$ cat src/rtl/gigatron_pad_pkg.sv
// rtl/gigatron_pad_pkg.sv - shared constants and state type for the Famiclone pad responder
package gigatron_pad_pkg;

    localparam int PAD_BITS = 8;

    localparam int BTN_A      = 7;
    localparam int BTN_B      = 6;
    localparam int BTN_SELECT = 5;
    localparam int BTN_START  = 4;
    localparam int BTN_UP     = 3;
    localparam int BTN_DOWN   = 2;
    localparam int BTN_LEFT   = 1;
    localparam int BTN_RIGHT  = 0;

    typedef enum logic [1:0] {
        IDLE  = 2'd0,
        LOAD  = 2'd1,
        SHIFT = 2'd2,
        DONE  = 2'd3
    } pad_state_t;

endpackage

$ cat src/rtl/pad_debounce.sv
// rtl/pad_debounce.sv - two-flop synchroniser and counter debouncer for one active-low button
module pad_debounce #(
    parameter int DEBOUNCE_CYCLES = 250000
) (
    input  logic clk,
    input  logic rst_n,
    input  logic raw_n,
    output logic stable_n
);

    localparam int CNT_W = (DEBOUNCE_CYCLES > 1) ? $clog2(DEBOUNCE_CYCLES) : 1;
    localparam logic [CNT_W-1:0] CNT_MAX = CNT_W'(DEBOUNCE_CYCLES - 1);

    logic             sync1_q, sync2_q;
    logic             stable_q, stable_d;
    logic [CNT_W-1:0] cnt_q, cnt_d;

    // Synchroniser resets to "released" so power-up never counts toward a false press.
    always_ff @(posedge clk or negedge rst_n) begin
        if (!rst_n) begin
            sync1_q  <= 1'b1;
            sync2_q  <= 1'b1;
            stable_q <= 1'b1;
            cnt_q    <= '0;
        end else begin
            sync1_q  <= raw_n;
            sync2_q  <= sync1_q;
            stable_q <= stable_d;
            cnt_q    <= cnt_d;
        end
    end

    always_comb begin
        stable_d = stable_q;
        cnt_d    = cnt_q;
        if (sync2_q == stable_q) begin
            cnt_d = '0;
        end else if (cnt_q == CNT_MAX) begin
            stable_d = sync2_q;
            cnt_d    = '0;
        end else begin
            cnt_d = cnt_q + 1'b1;
        end
    end

    assign stable_n = stable_q;

endmodule

$ cat src/rtl/famiclone_pad_responder.sv
// rtl/famiclone_pad_responder.sv - 4021-style NES pad emulation answering Gigatron SER_LATCH/SER_PULSE
module famiclone_pad_responder
    import gigatron_pad_pkg::*;
#(
    parameter int SYNC_STAGES     = 2,
    parameter int DEBOUNCE_CYCLES = 250000
) (
    input  logic       CLOCK_50,
    input  logic       reset_n,
    input  logic [7:0] buttons_n,
    input  logic       ser_latch,
    input  logic       ser_pulse,
    output logic       ser_data,
    output logic [7:0] pad_state,
    output logic [3:0] bit_count,
    output logic       frame_done
);

    logic [PAD_BITS-1:0] stable_n;

    for (genvar g = 0; g < PAD_BITS; g++) begin : g_btn
        pad_debounce #(
            .DEBOUNCE_CYCLES(DEBOUNCE_CYCLES)
        ) u_deb (
            .clk      (CLOCK_50),
            .rst_n    (reset_n),
            .raw_n    (buttons_n[g]),
            .stable_n (stable_n[g])
        );
    end

    logic [SYNC_STAGES-1:0] latch_sync_q, pulse_sync_q;
    logic                   latch_hist_q, pulse_hist_q;

    always_ff @(posedge CLOCK_50 or negedge reset_n) begin
        if (!reset_n) begin
            latch_sync_q <= '0;
            pulse_sync_q <= '0;
            latch_hist_q <= 1'b0;
            pulse_hist_q <= 1'b0;
        end else begin
            latch_sync_q <= {latch_sync_q[SYNC_STAGES-2:0], ser_latch};
            pulse_sync_q <= {pulse_sync_q[SYNC_STAGES-2:0], ser_pulse};
            latch_hist_q <= latch_sync_q[SYNC_STAGES-1];
            pulse_hist_q <= pulse_sync_q[SYNC_STAGES-1];
        end
    end

    logic latch_rise, latch_fall, pulse_rise;
    assign latch_rise =  latch_sync_q[SYNC_STAGES-1] & ~latch_hist_q;
    assign latch_fall = ~latch_sync_q[SYNC_STAGES-1] &  latch_hist_q;
    assign pulse_rise =  pulse_sync_q[SYNC_STAGES-1] & ~pulse_hist_q;

    pad_state_t          state_q;
    logic [PAD_BITS-1:0] shift_q;
    logic                ser_data_q;
    logic [3:0]          bit_count_q;
    logic                frame_done_q;

    // A latch rise outranks everything else, including a pulse edge in the same cycle.
    always_ff @(posedge CLOCK_50 or negedge reset_n) begin
        if (!reset_n) begin
            state_q      <= IDLE;
            shift_q      <= '1;
            ser_data_q   <= 1'b1;
            bit_count_q  <= 4'd0;
            frame_done_q <= 1'b0;
        end else begin
            frame_done_q <= 1'b0;
            if (latch_rise) begin
                state_q     <= LOAD;
                shift_q     <= stable_n;
                ser_data_q  <= stable_n[BTN_A];
                bit_count_q <= 4'd0;
            end else begin
                case (state_q)
                    IDLE: ser_data_q <= 1'b1;
                    LOAD: begin
                        if (latch_fall) begin
                            state_q <= SHIFT;
                        end else begin
                            shift_q     <= stable_n;
                            ser_data_q  <= shift_q[PAD_BITS-1];
                            bit_count_q <= 4'd0;
                        end
                    end
                    SHIFT: begin
                        if (pulse_rise) begin
                            shift_q     <= {shift_q[PAD_BITS-2:0], 1'b1};
                            ser_data_q  <= shift_q[PAD_BITS-2];
                            bit_count_q <= bit_count_q + 4'd1;
                            if (bit_count_q == 4'(PAD_BITS - 1)) begin
                                state_q      <= DONE;
                                frame_done_q <= 1'b1;
                                ser_data_q   <= 1'b1;
                            end
                        end
                    end
                    DONE:    ser_data_q <= 1'b1;
                    default: state_q    <= IDLE;
                endcase
            end
        end
    end

    assign ser_data   = ser_data_q;
    assign pad_state  = stable_n;
    assign bit_count  = bit_count_q;
    assign frame_done = frame_done_q;

endmodule

$ cat config.mk
export PLATFORM = sky130hd
export DESIGN_NAME = famiclone_pad_responder
export DESIGN_NICKNAME = d
export VERILOG_FILES = /design/src/rtl/gigatron_pad_pkg.sv /design/src/rtl/pad_debounce.sv /design/src/rtl/famiclone_pad_responder.sv
export SDC_FILE = /design/constraint.sdc
export NUM_CORES = 1
export LEC_CHECK = 0
export BUFFER_PORTS_ARGS = -buffer_cell sky130_fd_sc_hd__buf_2
export CORE_MARGIN = 3
export CORE_UTILIZATION = 40
export CTS_CLUSTER_SIZE = 8
export DETAILED_ROUTE_END_ITERATION = 16
export GPL_TIMING_DRIVEN = 0
export PLACE_DENSITY_LB_ADDON = 0.05
export SETUP_SLACK_MARGIN = 0.05
export SYNTH_ARGS = -nofsm -noshare
export SYNTH_HDL_FRONTEND = slang
export SYNTH_SLANG_ARGS = --single-unit
$ cat constraint.sdc
create_clock -name CLOCK_50 -period 2 [get_ports CLOCK_50]
set_input_delay 0.3 -clock CLOCK_50 [delete_from_list [all_inputs] [get_ports CLOCK_50]]
set_output_delay 0.3 -clock CLOCK_50 [all_outputs]
set_load 0.02 [all_outputs]
==> results of run 1 <==
-- kinds of logic after synthesis --
family	count (synthesis)	share of synthesized area (%)
DFF	190	53.5
adders and majority gates	13	1.81
AOI/OAI and AO/OA	81	5.77
and+or+nand+nor	407	23.0
buffers and inverters	64	3.22
xor gates and xnor gates	114	11.1
muxes	13	1.56
-- repair_timing --
action / 4_1_cts / 5_1_grt
hold buffers: 11 / 0
cloned: 2 / 0
setup endpoints to repair: 118 / 104
endpoints found under the hold margin: 33 / 0
resized for setup: 34 / 47
buffers inserted: 16 / 11
pin swaps: 21 / 11
-- flip-flops by register name, indices dropped and copies added, names as in the netlist, 2 cells and up --
register              count
g_btn.u_deb.cnt_q       144
g_btn.u_deb.stable_n      8
g_btn.u_deb.sync1_q       8
g_btn.u_deb.sync2_q       8
shift_q                   8
bit_count                 4
latch_sync_q              2
pulse_sync_q              2
state_q                   2
-- how the worst max path moves through the flow --
stage	depth (start not counted)	start	end	slack (ps)
2_1_floorplan	5	g_btn[0].u_deb.cnt_q[13]	g_btn[0].u_deb.cnt_q[10]	50
3_3_place_gp	1	reset_n	g_btn[0].u_deb.cnt_q[0]	-2440
3_5_place_dp	5	g_btn[4].u_deb.cnt_q[0]	g_btn[4].u_deb.cnt_q[8]	-390
4_1_cts	5	g_btn[0].u_deb.cnt_q[13]	g_btn[0].u_deb.cnt_q[9]	-60
5_1_grt	5	g_btn[6].u_deb.cnt_q[6]	g_btn[6].u_deb.cnt_q[15]	-90
6_report	5	g_btn[6].u_deb.cnt_q[6]	g_btn[6].u_deb.cnt_q[15]	-40
-- metal layers --
metal / up-vias / share of wire, % / global-route usage, %
met4: 0 / 1.8 / 4.37
met5: - / 0 / 0
met2: 73 / 48 / 26.1
li1: 3237 / - / -
met1: 3234 / 47 / 21.0
met3: 17 / 2.5 / 3.30
-- report_power, final --
group          switching, uW  internal, uW  total, uW
registers                121          4100       4220
clock network           1470          2050       3520
logic                    501           315        816
total                   2090          6470       8560
-- through the flow --
stage	worst slack [ps]	utilization, %	area (um^2)	std cells	setup TNS [ps]
finish	-41.8	49.1	10800	1260	-738
global route	-87.8	49.1	10800	1260	-2460
CTS	-59.1	47.9	10500	1249	-1180
detailed placement	-395	43.2	9490	1188	-21490
global placement	-2440	43.0	9450	1187	-439360
floorplan	47.7	-	8970	882	0
-- layout make-up --
cell class / count / area (um^2) / share of cell area, %
Sequential cell: 190 / 4800 / 44.5
Multi-Input combinational cell: 628 / 4220 / 39.1
Timing Repair Buffer: 66 / 498 / 4.62
Clock buffer: 21 / 460 / 4.27
Tap cell: 280 / 350 / 3.25
Inverter: 45 / 169 / 1.57
Clock inverter: 11 / 159 / 1.47
Buffer: 19 / 136 / 1.26
-- cells in the final DEF, fill, tap and decap left out, drive strengths merged, types with 5 or more instances in the layout --
cell           n
or4           13
mux2           8
mux2i          5
or3           13
nor4          38
buf           69
nand2         26
nor2         155
inv           46
clkinv         6
a21oi         34
xor2          26
dfrtp        157
and3           6
nor4b          6
nand2b         6
dfstp         33
xnor2         88
nand4         35
o22ai          7
clkbuf        26
dlygate4sd3   11
o41ai          5
ha            13
o21ai         26
nor3          28
nand3         59
==> metrics.log, run 1 <==
[metrics] aggregate global routing overflow: 0
[metrics] H-tree levels: 4
[metrics] Slew @ Worst Pin: between 800 and 900 ps
[metrics] worst slew margin relative to its limit: between 40% and 50%
[metrics] average cell area after synthesis: approximately 10 um^2
[metrics] die outline width: around 160 um
[metrics] die height: 156 um
[metrics] distinct cell type count of the synthesized netlist: 48
[metrics] most used flip-flop cell after synthesis: sky130_fd_sc_hd__dfrtp_1
[metrics] maximum number of pins on one net before global-route repair: 114
[metrics] fillers: 1,983
[metrics] top post-synthesis cells by count: sky130_fd_sc_hd__dfrtp_1 (157), sky130_fd_sc_hd__nor2_1 (155), sky130_fd_sc_hd__xnor2_1 (88)
[metrics] fraction of synthesis flops using an asynchronous set or reset pin: between 90% and 100%
[metrics] number of antenna repair diodes: 0
[metrics] hold violation count in the final report: 0
[metrics] number of enable flip-flop cells after synthesis: 0
[metrics] part of the Yosys area used for sequential elements: 53.5%
[metrics] Post-Syn Area: 8970 um^2
[metrics] vias in the first global route: 6,640
[metrics] unrepaired setup endpoints after global routing: true
[metrics] slowest stage cell on the critical path: sky130_fd_sc_hd__or4_4
[metrics] clock net sink count: 190
[metrics] Critical Path End Type: flip-flop
[metrics] TritonCTS clock tree: yes
[metrics] CTS Buf Count: 17
[metrics] launching point of the worst reg2reg path: g_btn[6].u_deb.cnt_q[6]
[metrics] Initial Util: 40.8%
[metrics] Cells after Synth: approximately 880
[metrics] synthesized net count: between 900 and 1k
[metrics] Row Count: between 50 and 60
[metrics] count of buffer and inverter cells on the critical path: 1
[metrics] global-route usage over all layers: around 16%
[metrics] startpoint of the most critical hold path: pulse_sync_q[0]
[metrics] worst setup margin: -41.8 ps
[metrics] core area: 22,000 um^2
[metrics] CTS Root Cell: sky130_fd_sc_hd__clkbuf_16
[metrics] average wire per standard cell: around 15 um
[metrics] min Tclk post-route: slightly above 2000 ps
[metrics] CTS max path bufs: 2
[metrics] status: finished, violations left
[metrics] total leakage power: roughly 0.0043 uW
[metrics] Critical Path Source Type: flip-flop
[metrics] number of antenna violations at the first check in global routing: 0
[metrics] I/O pin cnt: 26
[metrics] vias after detailed routing: about 6.6k
[metrics] internal reg-to-reg setup slack: -40 ps
[metrics] worst reg-to-reg path cell count: 5
[metrics] wire length of the first global-routing pass: approximately 32 mm
[metrics] Max Freq: between 0.4 and 0.5 GHz
[metrics] power per unit of standard cell area: roughly 790 nW/um^2
[metrics] clock insertion delay at the later pin of the skew report: ~420 ps
[metrics] share of the clock period used by the worst path: 102%
[metrics] worst flop-to-flop path endpoint: g_btn[6].u_deb.cnt_q[15]
[metrics] number of input and output port buffers inserted: 25
[metrics] ordered cell list for the critical path: or4b_4 > or4_4 > o21ai_4 > buf_6 > nor2_4
[metrics] maximum single-stage delay on the critical path: ~570 ps
[metrics] post-route clock skew: roughly 10 ps
[metrics] number of nets at the end of the flow: roughly 1,000
[metrics] class of the tightest hold or removal check: flip-flop to flip-flop
[metrics] final setup violation count: 34
[metrics] final wirelength: 18.3 mm
[metrics] Area contributors post-synth: sky130_fd_sc_hd__dfrtp_1 (44%), sky130_fd_sc_hd__dfstp_2 (9.7%), sky130_fd_sc_hd__xnor2_1 (8.6%), sky130_fd_sc_hd__nor2_1 (6.5%), sky130_fd_sc_hd__nand3_1 (3.2%)
[metrics] Final Total Pwr: about 8600 uW
[metrics] minimum hold slack: between 300 and 400 ps
[metrics] detailed placer's ending HPWL: about 12 mm
[metrics] Max-Cap Viols: 0
[metrics] count of cells along the worst hold path: 0
[metrics] Final GP Congestion: approximately 0.77
[metrics] Synth top area share: a little over two fifths
[metrics] violations in the final reports: setup timing
[metrics] Critical Setup Path Class: flip-flop to flip-flop
[metrics] via/cell ratio: ~5.2
[metrics] required time at the worst-slack endpoint: between 2000 and 2500 ps
[metrics] number of remaining DRC errors: 0
[metrics] most used standard cell by instance count after synthesis: sky130_fd_sc_hd__dfrtp_1
[metrics] maximum fanout count along the critical path: 5
[metrics] critical path data arrival time: approximately 2400 ps
[metrics] residual antenna-violating net count after detailed routing: 0
[metrics] #FFs+latches synth: 190
[metrics] fraction of final layout cells with drive strength greater than 1: between 20% and 30%
[metrics] Syn. warnings: 0
[metrics] layout-stage area growth over the synthesis result: 20.2%
[metrics] maximum vdd ir drop: between 500 and 600 uV
[metrics] clock-pin slew of the registers on the worst-case setup and hold paths: roughly 70 ps
[metrics] router iterations before antenna repair: 4
[metrics] Die Footprint: ~24,000 um^2
[metrics] Worst path top cell family by delay: simple AND/OR/NAND/NOR gates
[metrics] Hold Path End: pulse_sync_q[1]
[metrics] max-slew violation total from the final report: 0
[metrics] drt initial violations: 248
[metrics] cell type with the largest total area after synthesis: sky130_fd_sc_hd__dfrtp_1
Power figures use the tool's default switching activity.
==> run 2, diff against run 1 <==
--- a/config.mk
+++ b/config.mk
@@ -7,7 +7,7 @@
 export LEC_CHECK = 0
 export BUFFER_PORTS_ARGS = -buffer_cell sky130_fd_sc_hd__buf_2
 export CORE_MARGIN = 3
-export CORE_UTILIZATION = 40
+export CORE_UTILIZATION = 56
 export CTS_CLUSTER_SIZE = 8
 export DETAILED_ROUTE_END_ITERATION = 16
 export GPL_TIMING_DRIVEN = 0
==> run 2 against run 1 <==
The run still ends with setup timing left. Highest routed layer unchanged. Power increased by 0.13%. Sequential share of layout area increased by 0.62 points. Global-route usage increased by 4.5 points. Critical path type unchanged. Worst hold slack got worse by 2.6 ps. Die area decreased by 28%. Sequential cell count unchanged.
==> metrics.log, run 2 (synthesis results as in run 1) <==
[metrics] number of nets at the end of the flow: 985
[metrics] clock-pin slew of the registers on the worst-case setup and hold paths: approximately 70 ps
[metrics] commonest non-fill, non-tap cells in the layout: sky130_fd_sc_hd__dfrtp_1 (156), sky130_fd_sc_hd__nor2_1 (130), sky130_fd_sc_hd__xnor2_1 (88)
[metrics] die height: around 130 um
[metrics] clock net sink count: 190
[metrics] Slew @ Worst Pin: roughly 570 ps
[metrics] CTS Buf Count: 17
[metrics] Final Total Pwr: around 8600 uW
[metrics] number of remaining DRC errors: 0
[metrics] final instance count without filler cells: 1,184
[metrics] drt initial violations: 250
[metrics] power per unit of standard cell area: about 810 nW/um^2
[metrics] worst slew margin relative to its limit: just over 60%
[metrics] maximum number of pins on one net before global-route repair: 118
[metrics] Final GP Congestion: a little over 0.8
[metrics] Initial Util: roughly 58%
[metrics] Max-Cap Viols: 0
[metrics] ordered cell list for the critical path: or4b_4 > or4_4 > o21ai_4 > buf_4 > nor2_1
[metrics] wire length of the first global-routing pass: 29.7 mm
[metrics] vias in the first global route: between 6k and 7k
[metrics] residual antenna-violating net count after detailed routing: 0
[metrics] aggregate global routing overflow: 0
[metrics] core area: between 15,000 and 20,000 um^2
[metrics] maximum fanout count along the critical path: 4
[metrics] Max Freq: around 0.49 GHz
[metrics] router iterations before antenna repair: 4
[metrics] TritonCTS clock tree: yes
[metrics] Critical Path Source Type: flip-flop
[metrics] max-slew violation total from the final report: 0
[metrics] maximum vdd ir drop: 699 uV
[metrics] worst setup margin: -47.5 ps
[metrics] critical path data arrival time: between 2000 and 2500 ps
[metrics] Die Footprint: roughly 18,000 um^2
[metrics] final wirelength: roughly 17 mm
[metrics] Row Count: 45
[metrics] total leakage power: between 0.004 and 0.005 uW
[metrics] min Tclk post-route: 2050 ps
[metrics] number of antenna violations at the first check in global routing: 0
[metrics] Post-Place Cells: about 1.1k
[metrics] vias after detailed routing: approximately 6.6k
[metrics] via/cell ratio: 5.55
[metrics] detailed placer's ending HPWL: around 11 mm
[metrics] CTS Root Cell: sky130_fd_sc_hd__clkbuf_16
[metrics] I/O pin cnt: 26
[metrics] class of the tightest hold or removal check: flip-flop to flip-flop
[metrics] Critical Path End Type: flip-flop
[metrics] status: finished, violations left
[metrics] global-route usage over all layers: 20.2%
[metrics] post-route clock skew: about 7.7 ps
[metrics] violations in the final reports: setup timing
[metrics] die outline width: 133 um
[metrics] max FFs per register: 144
[metrics] minimum hold slack: between 300 and 400 ps
[metrics] fraction of final layout cells with drive strength greater than 1: about a fifth
[metrics] Largest Register: g_btn.u_deb.cnt_q
[metrics] number of antenna repair diodes: 0
[metrics] clock insertion delay at the later pin of the skew report: 420 ps
[metrics] fillers: around 1.2k
[metrics] H-tree levels: 4
[metrics] required time at the worst-slack endpoint: 2310 ps
[metrics] final setup violation count: 33
[metrics] hold violation count in the final report: 0
[metrics] maximum single-stage delay on the critical path: a little under 600 ps
[metrics] average wire per standard cell: 14.7 um
[metrics] commonest non-fill, non-tap cell in the layout: sky130_fd_sc_hd__dfrtp_1
[metrics] layout-stage area growth over the synthesis result: 18.6%
[metrics] Critical Setup Path Class: flip-flop to flip-flop
[metrics] slowest stage cell on the critical path: sky130_fd_sc_hd__or4_4
[metrics] share of the clock period used by the worst path: 102%
[metrics] CTS max path bufs: 2
[metrics] unrepaired setup endpoints after global routing: true
[metrics] number of input and output port buffers inserted: 25
[run 2: final timing paths]
path / from / to / slack, ps / cells past startpoint
max: g_btn[0].u_deb.cnt_q[13] / g_btn[0].u_deb.cnt_q[2] / -50 / 5
min: pulse_sync_q[0] / pulse_sync_q[1] / 350 / 0
max reg2reg: g_btn[0].u_deb.cnt_q[13] / g_btn[0].u_deb.cnt_q[2] / -50 / 5
min reg2reg: pulse_sync_q[0] / pulse_sync_q[1] / 350 / 0
max in group asynchronous: reset_n / g_btn[6].u_deb.cnt_q[1] / 630 / 3
min in group asynchronous: reset_n / g_btn[3].u_deb.cnt_q[12] / 430 / 2
[run 2: critical path: cells and delay by family, from the launching register on]
kind | cells | cell delay (ps)
DFF | 1 | 380
AOI/OAI and AO/OA | 1 | 220
buffers and inverters | 1 | 160
and+or+nand+nor | 3 | 1180
[run 2: repair_timing]
action	4_1_cts	5_1_grt
setup endpoints to repair	110	99
endpoints found under the hold margin	69	0
hold buffers	11	0
resized for setup	37	50
setup buffers	16	4
pin swaps	26	8
cloned	2	0
[run 2: layout make-up]
class                   instances  area, um^2  share of cell area, %
plain buffers                  19         140                   1.32
clock buffers                  23         468                   4.40
clock inverters                 9         156                   1.47
inverters                      45         169                   1.59
multi-input cells             628        4190                   39.3
flip-flops and latches        190        4800                   45.1
well taps                     211         264                   2.48
repair buffers                 59         457                   4.29
[run 2: where the power goes]
| group | switching [uW] | internal, uW |
|---|---|---|
| Clock | 1380 | 2170 |
| Combinational | 484 | 311 |
| Sequential | 127 | 4100 |
[run 2: metal layers]
| metal | up-vias | global-route usage, % | part of all wire [%] |
|---|---|---|---|
| met5 | - | 0 | 0 |
| met3 | 14 | 4.64 | 2.6 |
| met4 | 0 | 5.83 | 1.4 |
| li1 | 3232 | - | - |
| met2 | 74 | 33.8 | 50 |
| met1 | 3247 | 26.6 | 46 |
[run 2: stage by stage]
step	instance area [um^2]	setup TNS [ps]	setup WS, ps	util [%]
2_1_floorplan	8970	0	47.7	-
3_3_place_gp	9360	-399840	-2250	60.7
3_5_place_dp	9400	-16360	-372	60.9
4_1_cts	10400	-460	-30.3	67.6
5_1_grt	10600	-2510	-95.8	68.9
6_report	10600	-974	-47.5	68.9
==> run 3, diff against run 2 <==
--- a/config.mk
+++ b/config.mk
@@ -11,7 +11,7 @@
 export CTS_CLUSTER_SIZE = 8
 export DETAILED_ROUTE_END_ITERATION = 16
 export GPL_TIMING_DRIVEN = 0
-export PLACE_DENSITY_LB_ADDON = 0.05
+export PLACE_DENSITY = 0.83
 export SETUP_SLACK_MARGIN = 0.05
 export SYNTH_ARGS = -nofsm -noshare
 export SYNTH_HDL_FRONTEND = slang
==> run 3 against run 2 <==
The flow still finishes with violations (setup timing). Power fell by 3.3%. Sequential share of layout area decreased by 0.096 points. Critical path type unchanged. Non-clock buffer count up 3. Utilization increased by 0.13 points. Register-to-register slack about the same. Count of clock-buffer cells in the layout is 3 lower. Cell count increased by 0.25%. Final area up 0.19%. Fmax is 0.11% lower. Global-route usage is 1.9 points higher. Highest routed layer unchanged.
==> metrics.log, run 3 (synthesis results as in run 1) <==
[metrics] worst slew margin relative to its limit: 51.4%
[metrics] Slew @ Worst Pin: 729 ps
[metrics] clock-pin slew of the registers on the worst-case setup and hold paths: roughly 70 ps
[metrics] CTS max path bufs: 2
[metrics] Critical Path End Type: flip-flop
[metrics] required time at the worst-slack endpoint: around 2300 ps
[metrics] maximum fanout count along the critical path: 5
[metrics] status: finished, violations left
[metrics] clock insertion delay at the later pin of the skew report: about 430 ps
[metrics] maximum vdd ir drop: roughly 700 uV
[metrics] min Tclk post-route: between 2000 and 2500 ps
[metrics] average wire per standard cell: 15.9 um
[metrics] number of input and output port buffers inserted: 25
[metrics] max-slew violation total from the final report: 0
[metrics] CTS Root Cell: sky130_fd_sc_hd__clkbuf_16
[metrics] vias after detailed routing: approximately 6.9k
[metrics] layout-stage area growth over the synthesis result: 18.8%
[metrics] Max-Cap Viols: 0
[metrics] Die Footprint: between 15,000 and 20,000 um^2
[metrics] fraction of final layout cells with drive strength greater than 1: a little over a fifth
[metrics] violations in the final reports: setup timing
[metrics] total leakage power: roughly 0.0043 uW
[metrics] share of the clock period used by the worst path: 102%
[metrics] max FFs per register: about 140
[metrics] residual antenna-violating net count after detailed routing: 0
[metrics] final wirelength: between 15 and 20 mm
[metrics] maximum number of pins on one net before global-route repair: between 100 and 150
[metrics] class of the tightest hold or removal check: flip-flop to flip-flop
[metrics] detailed placer's ending HPWL: roughly 11 mm
[metrics] critical path data arrival time: 2360 ps
[metrics] Final GP Congestion: about 0.83
[metrics] wire length of the first global-routing pass: ~32 mm
[metrics] vias in the first global route: roughly 6.9k
[metrics] number of antenna repair diodes: 0
[metrics] drt initial violations: between 500 and 600
[metrics] TritonCTS clock tree: yes
[metrics] number of remaining DRC errors: 0
[metrics] clock net sink count: 190
[metrics] hold violation count in the final report: 0
[metrics] Largest Register: g_btn.u_deb.cnt_q
[metrics] core area: 15,400 um^2
[metrics] setup slack at placement: -354 ps
[metrics] Critical Path Source Type: flip-flop
[metrics] die outline width: 133 um
[metrics] die height: approximately 130 um
[metrics] commonest non-fill, non-tap cell in the layout: sky130_fd_sc_hd__dfrtp_1
[metrics] number of nets at the end of the flow: 988
[metrics] Initial Util: 58.1%
[metrics] global-route usage over all layers: 22.1%
[metrics] router iterations before antenna repair: 8
[metrics] commonest non-fill, non-tap cells in the layout: sky130_fd_sc_hd__dfrtp_1 (157), sky130_fd_sc_hd__nor2_1 (129), sky130_fd_sc_hd__xnor2_1 (88)
[metrics] Critical Setup Path Class: flip-flop to flip-flop
[metrics] via/cell ratio: between 5 and 6
[metrics] number of antenna violations at the first check in global routing: 0
[metrics] post-route clock skew: between 6 and 7 ps
[metrics] final setup violation count: 29
[metrics] H-tree levels: 4
[metrics] I/O pin cnt: 26
[metrics] Post-Route Utilization: between 60 and 70%
[metrics] Max Freq: 0.488 GHz
[metrics] CTS Buf Count: 17
[metrics] aggregate global routing overflow: 0
[metrics] worst setup margin: -49.7 ps
[metrics] Row Count: 45
[metrics] unrepaired setup endpoints after global routing: true
[metrics] power per unit of standard cell area: 778 nW/um^2
## run 3: cell types whose count changed in the layout (fill, tap and decap cells not counted), moves of 3 or more
cell                        previous run  this run
sky130_fd_sc_hd__a21oi_1              30        33
sky130_fd_sc_hd__a21oi_2               4         1
sky130_fd_sc_hd__buf_4                28        32
sky130_fd_sc_hd__bufinv_16             4         1
sky130_fd_sc_hd__clkbuf_1              5         1
sky130_fd_sc_hd__clkinv_4              1         6
sky130_fd_sc_hd__nand3_1              52        49
sky130_fd_sc_hd__nor4_2                4         1
sky130_fd_sc_hd__nor4_4                3         6
## run 3: worst paths after layout
kind	from	end	slack, ps	cells past startpoint
worst max-delay path	g_btn[0].u_deb.cnt_q[11]	g_btn[0].u_deb.cnt_q[15]	-50	5
worst min-delay path	g_btn[1].u_deb.sync1_q	g_btn[1].u_deb.sync2_q	360	0
worst max register to register	g_btn[0].u_deb.cnt_q[11]	g_btn[0].u_deb.cnt_q[15]	-50	5
worst min register to register	g_btn[1].u_deb.sync1_q	g_btn[1].u_deb.sync2_q	360	0
max in group asynchronous	reset_n	g_btn[7].u_deb.sync1_q	620	3
min in group asynchronous	reset_n	g_btn[2].u_deb.cnt_q[5]	490	2
## run 3: power breakdown
part           switching [uW]  internal (uW)  total [uW]
logic                     498            312         811
clock network            1460           1790        3250
registers                 130           4100        4230
total                    2080           6200        8290
## run 3: cell type report
cell class	instances	area (um^2)
Sequential cell	190	4800
Fill cell	1109	4770
Multi-Input combinational cell	628	4240
Timing Repair Buffer	63	483
Clock buffer	20	457
Tap cell	211	264
Inverter	45	169
Buffer	18	139
Clock inverter	12	114
## run 3: layer usage
metal	up-vias	GRT usage, %	wire length, um
met5	-	0	0
met4	0	6.93	366
met3	52	4.94	769
met2	188	38.0	9750
met1	3416	28.1	8040
li1	3237	-	-
## run 3: worst max-delay path, cell delays in order, from the launching register on
cell                      delay, ps
sky130_fd_sc_hd__dfrtp_1        390
sky130_fd_sc_hd__or4_4          530
sky130_fd_sc_hd__or4_4          550
sky130_fd_sc_hd__o21ai_4        220
sky130_fd_sc_hd__buf_4          180
sky130_fd_sc_hd__a21oi_1         50
## run 3: metrics by stage
step                TNS, ps  area, um^2  cells  hold slack (ps)  total power (uW)
finish                 -780       10700   1187              356              8290
floorplan                 0        8970    882             4.41              4770
detailed placement   -15800        9400   1119              348              5020
global route          -2120       10700   1187              359              8650
CTS                    -910       10400   1181              358              8330
global placement    -413460        9360   1118              345              4990
## run 3: timing repair
| item | CTS | global route |
|---|---|---|
| resized for setup | 49 | 41 |
| gates cloned | 2 | 0 |
| endpoints found under the setup margin | 117 | 110 |
| hold buffers | 11 | 0 |
| buffers inserted | 17 | 7 |
| pin swaps | 31 | 13 |
| endpoints found under the hold margin | 88 | 0 |
